File: src/rtl/cpu_seq_fetch.sv
// Subcycle sequencer and one/two-word instruction fetch from a multiplexed ROM bus.
// Optional stall handshake enabled by defining CPU_SEQ_STALL_EN.
module cpu_seq_fetch #(
  parameter int unsigned              DATA_W        = 4,
  parameter int unsigned              CYCLES        = 8,
  parameter int unsigned              FETCH_HI      = 3,
  parameter int unsigned              FETCH_LO      = 4,
  parameter logic [(2**DATA_W)-1:0]   TWO_WORD_MASK = 16'h0034,
  parameter logic [DATA_W-1:0]        FIN_OPCODE    = 4'h3
) (
  input  logic                         clock,
  input  logic                         reset,
  input  logic [DATA_W-1:0]            data,
  input  logic                         stall,
  output logic                         sync,
  output logic [$clog2(CYCLES)-1:0]    cycle,
  output logic                         second_word,
  output logic [2*DATA_W-1:0]          inst,
  output logic [2*DATA_W-1:0]          operand,
  output logic                         inst_done
);

  localparam int unsigned CW = $clog2(CYCLES);
  localparam int unsigned IW = 2 * DATA_W;

  typedef enum logic {W0 = 1'b0, W1 = 1'b1} word_state_t;

  word_state_t       r_state;
  logic [CW-1:0]     r_cycle;
  logic [IW-1:0]     r_inst;
  logic [IW-1:0]     r_operand;

  logic              w_last;
  logic              w_stall;
  logic              w_advance;
  logic              w_two_word;
  logic [DATA_W-1:0] w_opcode;

  assign w_last = (r_cycle == CW'(CYCLES - 1));

`ifdef CPU_SEQ_STALL_EN
  assign w_stall = stall;
`else
  // stall port kept for a stable interface but has no effect
  assign w_stall = 1'b0 & stall;
`endif

  assign w_advance  = w_last & ~w_stall;
  assign w_opcode   = r_inst[IW-1 -: DATA_W];
  assign w_two_word = TWO_WORD_MASK[w_opcode] | ((w_opcode == FIN_OPCODE) & ~r_inst[0]);

  // Counter, word-phase FSM and the two half-word latches
  always_ff @(posedge clock) begin
    if (reset) begin
      r_state   <= W0;
      r_cycle   <= '0;
      r_inst    <= '0;
      r_operand <= '0;
    end else begin
      if (!(w_last && w_stall)) begin
        r_cycle <= w_last ? '0 : r_cycle + CW'(1);
      end
      if (r_cycle == CW'(FETCH_HI)) begin
        if (r_state == W1) r_operand[IW-1 -: DATA_W] <= data;
        else               r_inst[IW-1 -: DATA_W]    <= data;
      end
      if (r_cycle == CW'(FETCH_LO)) begin
        if (r_state == W1) r_operand[DATA_W-1:0] <= data;
        else               r_inst[DATA_W-1:0]    <= data;
      end
      if (w_advance) begin
        case (r_state)
          W0:      r_state <= w_two_word ? W1 : W0;
          W1:      r_state <= W0;
          default: r_state <= W0;
        endcase
      end
    end
  end

  assign cycle       = r_cycle;
  assign inst        = r_inst;
  assign operand     = r_operand;
  assign second_word = (r_state == W1);
  assign sync        = ~w_last;
  assign inst_done   = w_advance & ((r_state == W1) | ~w_two_word);

endmodule
File: config.mk
export PLATFORM = sky130hd
export DESIGN_NAME = cpu_seq_fetch
export DESIGN_NICKNAME = d
export VERILOG_FILES = /design/src/rtl/cpu_seq_fetch.sv
export SDC_FILE = /design/constraint.sdc
export NUM_CORES = 1
export LEC_CHECK = 0
export CORE_UTILIZATION = 40
export CTS_CLUSTER_SIZE = 16
export DETAILED_ROUTE_END_ITERATION = 12
export GPL_ROUTABILITY_DRIVEN = 0
export PLACE_DENSITY = 0.8
export SETUP_SLACK_MARGIN = 0.3
export SLEW_MARGIN = 20
export SYNTH_ARGS = -nofsm -noshare
export SYNTH_HDL_FRONTEND = slang
export SYNTH_SLANG_ARGS = --single-unit
File: constraint.sdc
create_clock -name clock -period 3.2 [get_ports clock]
set_clock_uncertainty 0.2 [all_clocks]
set_input_delay 0.64 -clock clock [delete_from_list [all_inputs] [get_ports clock]]
set_output_delay 0.64 -clock clock [all_outputs]
set_load 0.005 [all_outputs]
Word-level counts from Yosys, hierarchy flattened:

Memory sizes are Yosys's and may differ from the RTL's. A register that Yosys moved wholly into a read port is not among the register bits.
Cells that the tools add are included.

* memory bits (read-only): 16
* flip-flop bits (word level): 20
* word-level logic and storage cells: 31
* memories: 1
* bits of input ports: 7
* output and inout port bits: 22

* equality and inequality tests: 4
* $add $sub $neg: 1
* reduce and logical (&&, ||, !) cells: 5
* muxes and demuxes: 5
* $lt $le $gt $ge: 1
* bitwise operators: 8

Memory list
* (no name shown): words 16, bits a word 1, read ports 1, clocked after Yosys merged registers in 1, wr ports 0, RTL line 50 `assign w_two_word = TWO_WORD_MASK[w_opcode] | ((w_opcode == FIN_OPCODE) & ~r_inst[0]);`

Operator list (count)
* 2-to-1 mux 4 bit: 2
* AND reduction 2 bit: 4
* equality test 3 bit, second input constant: 2
* < comparator 4 x 5 -> 1 bit, second input constant: 1
* equality test 4 x 2 -> 1 bit, second input constant: 1
* NOT 1 bit: 4
* adder 3 x 1 -> 3 bit, second input constant: 1
* equality test 3 x 2 -> 1 bit, second input constant: 1
* AND 1 bit: 2
* 2-to-1 mux 1 bit: 2
* bitwise OR 1 bit: 2
* one-hot mux 1 bit (2 select lines): 1
* OR reduction 2 bit: 1

Longest topological paths before layout:

* depth after elaboration: 6
* mapped depth: 7
* depth with buffers taken out: 6

Worst setup path before layout:

OpenSTA, ideal clock, no wires.

* path kind: reg-to-output
* start: reg r_cycle[0] (netlist: cycle[0])
* end: out inst_done
* slack: 1.430 ns
* path buffers: 0
* arrival time: 0.930 ns
* required time: 2.360 ns
* stages on the path, launching flop included: 4
* path through: dfxtp_1 > ha_1 > ha_1 > o21a_1

* word-level cells in the longest chain between the ends: 2

Ends and longest elaborated chain
* from (decl): RTL line 29 `logic [CW-1:0] r_cycle;`
* from (signal assigned): RTL line 61 `r_cycle <= w_last ? '0 : r_cycle + CW'(1);`
* equality test 3 bit: RTL line 39 `assign w_last = (r_cycle == CW'(CYCLES - 1));`
* AND 1 bit: RTL line 86 `assign inst_done = w_advance & ((r_state == W1) | ~w_two_word);`
* to (decl): RTL line 20 `output logic inst_done`

No other way between the ends.

Worst setup path in the final report:

Ends and elaborated chain as after synthesis.

==> impl_metrics.ini <==
[yosys]
syn-instance-count = 92
yosysUniqueCellTypes = 25
share_of_flip_flops_with_an_asynchronous_set_or_reset_pct = 0
synthesis_warning_total = 0
synth-seq-area-share_pct = 48.55
postSynthNetCount = 103
synth_seq_cells = 21
synth_edf_count = 0
syn_avg_cell_area_sq_um = 9.411
syn_area_sq_um = 865.8
most_instantiated_flip_flop_cell_in_the_synthesis_netlist = sky130_fd_sc_hd__dfxtp_1

[setup_path]
r2r_cells = 6
cp_data_arrival_time_ns = 1.82
timing.critical_path.cells = ha_1 > ha_1 > o21a_1 > clkdlybuf4s50_1
r2r_path_start = cycle[0]
setup.worst_path.start_class = register
cp_num_buf_inv = 1
critical-path-top-delay-family = buffers and inverters
critPathRequiredTime_ns = 2.36
critical-path-slowest-cell = sky130_fd_sc_hd__clkdlybuf4s50_1
cp_common_cell = sky130_fd_sc_hd__ha_1
timing.setup.critical_path_class = register to primary output
reg2reg_slack_ns = 1.23
cp_max_fanout = 6
crit_path_max_incr_delay_ns = 0.49
crit_path_end_kind = primary output

[drt]
via_per_inst = 4.925
drt_iter0_drc = 25
finalWirelength_um = 1868
first_pass_iters = 4
num_vias = 724
ant_nets = 0
post_drt_wl_per_cell_um = 12.71
drt_drc_violations_left = 0

[die]
floorplan.initialDensity_pct = 43.25
ioPinCount = 29
floorplan.die_area_sq_um = 2355
core_region_area_sq_um = 2002
dieHeight_um = 48.53
num_rows = 16
fp.dieW_um = 48.53

[power]
static-leakage-power_nw = 0.4899
p_per_area_nw_per_um2 = 381.3
peakVddDrop_mv = 0.3037
internal_pwr_total_mw = 0.3430
power.share.clock_pct = 28.0
power.share.switching_pct = 24.07
switching_power_mw = 0.1088
fin_total_pwr_mw = 0.4518
seq_pwr_share_pct = 60.8
combinationalPowerShare_pct = 11.3

[timing]
period_share_pct = 83.05
final-max-slew-violation-count = 0
maxClockFrequency_mhz = 376.3
finalSetupViolations = 0
hold_violations = 0
grt_setup_unrepaired = false
worst_pin_slew_ns = 0.5361
max-slew-margin-rel_pct = 64.14
finalSetupTns_ns = 0
layout_min_cycle_time_ns = 2.658

[clock_network]
clock-sinks = 21
clk-insertion-delay-late_ns = 0.31
hold_buffers_post_cts = 0
cts_post_setup_buffers_inserted = 0
cts_resized = 0
cts-htree-levels = 1
ctsLongestPathBuffers = 2
cts-root-buf = sky130_fd_sc_hd__clkbuf_4
cts_inserted_buffers = 3
clk_transition_reported_paths_ns = 0.11
cts_tree = yes

[worst_hold_path]
holdPathStages = 2
min_from = operand[7]
worstHoldEndpoint = operand[7]
min_path_type = register to register

[global_routing]
grt_overflow = 0
number_of_global_route_vias_before_repair = 700
number_of_antenna_violations_at_the_first_check_in_global_routing = 0
grt.total_usage_pct = 17.60
grt_start_max_net_pins = 16
grt_pass1_wl_um = 3167

[placement]
detailedPlacementHpwl_um = 1389
port_buffers = 27
dp.cells = 143

[cells_and_area]
insertedDiodeCount = 0
drive_gt1_share_pct = 6.667
utilization_pct = 59.19
instances_no_fill = 147
synthToLayoutAreaGrowth_pct = 36.85
final_nets = 132

[status]
outcome = complete, no violations

[job]
max_cap_violations = 0
## through the flow
step,hold slack (ns),setup slack (ns),cell area (sq um)
2_1_floorplan,0.2527,1.430,865.8
3_3_place_gp,0.2430,0.7446,1157
3_5_place_dp,0.2473,0.6683,1157
4_1_cts,0.2661,0.5264,1185
5_1_grt,0.2810,0.4502,1185
6_report,0.2637,0.5423,1185
## per-layer routing
metal  vias up  global-route usage (%)  part of all wire, %
met4         0                   5.882                  1.1
met1       335                   20.00                   43
met3         2                   4.717                  4.6
li1        365                       -                    -
met2        22                   31.69                   52
met5         -                       0                    0
## sequential cells by signal, indices dropped and copies added (netlist names), named ones only
name and flops:
cycle 3, operand 8, second_word 1, inst 8
## final cells by class
type / instances / area, sq um
fill: 175 / 817.0
clock inverter: 1 / 5.005
sequential: 21 / 420.4
tap: 27 / 33.78
inverter: 5 / 18.77
clock buffer: 3 / 22.52
multi-input combinational: 62 / 406.6
timing repair buffer: 28 / 277.8
## kinds of logic (layout without fill, tap and decap cells)
family,Yosys count,after routing,share of synthesized area (%)
XOR/XNOR,1,1,1.012
flip-flops,21,21,48.55
AO/OA/AOI/OAI,10,10,6.648
AND/OR/NAND/NOR,37,37,21.97
multiplexers,10,10,11.56
adder cells (fa/ha/maj),4,4,5.781
buffers and inverters,9,37,4.480
## worst max path at each step
stage	start	end	slack, ns	cells after the start
after floorplan	cycle[0]	inst_done	1.43	3
after global placement	reset	register	0.74	5
after detailed placement	reset	register	0.67	5
after CTS	cycle[0]	inst_done	0.53	4
after global routing	cycle[0]	inst_done	0.45	4
final	cycle[0]	inst_done	0.54	4
## placed cells by master, fill, tap and decap left out, drive strengths merged
master          n
xnor2           1
inv             5
clkinv          1
buf             1
ha              4
nand3           5
nand2b          2
clkdlybuf4s50  27
mux2i          10
and2b           1
or3             1
nand2           6
nand4bb         1
and4bb          1
a31oi           1
clkbuf          3
nor2           13
o21ai           2
nor3            4
nor4            1
o21a            1
a21oi           6
nor3b           1
nand3b          1
dfxtp          21
## worst min-delay path, stage by stage (launching register included)
cell and delay [ns]:
sky130_fd_sc_hd__dfxtp_1 0.33, sky130_fd_sc_hd__nand2_1 0.05, sky130_fd_sc_hd__a21oi_1 0.05
## power groups by stage
| stage | Clock (mW) | Combinational [mW] | Sequential (mW) |
|---|---|---|---|
| after floorplan | 0 | 0.0233 | 0.280 |
| after global placement | 0 | 0.0493 | 0.280 |
| after detailed placement | 0 | 0.0509 | 0.280 |
| after global routing | 0.141 | 0.0559 | 0.276 |
| after CTS | 0.130 | 0.0512 | 0.275 |
| final | 0.126 | 0.0509 | 0.275 |
## synthesized netlist by cell type, drive strengths merged (4+ instances only)
cell	instances	share of area, %
dfxtp	21	49
nor2	13	5.6
mux2i	10	12
a21oi	6	3.5
nand2	6	2.6
inv	5	2.2
nand3	5	2.9
ha	4	5.8
nor3	4	2.3
(Power assumes the default switching activity.)
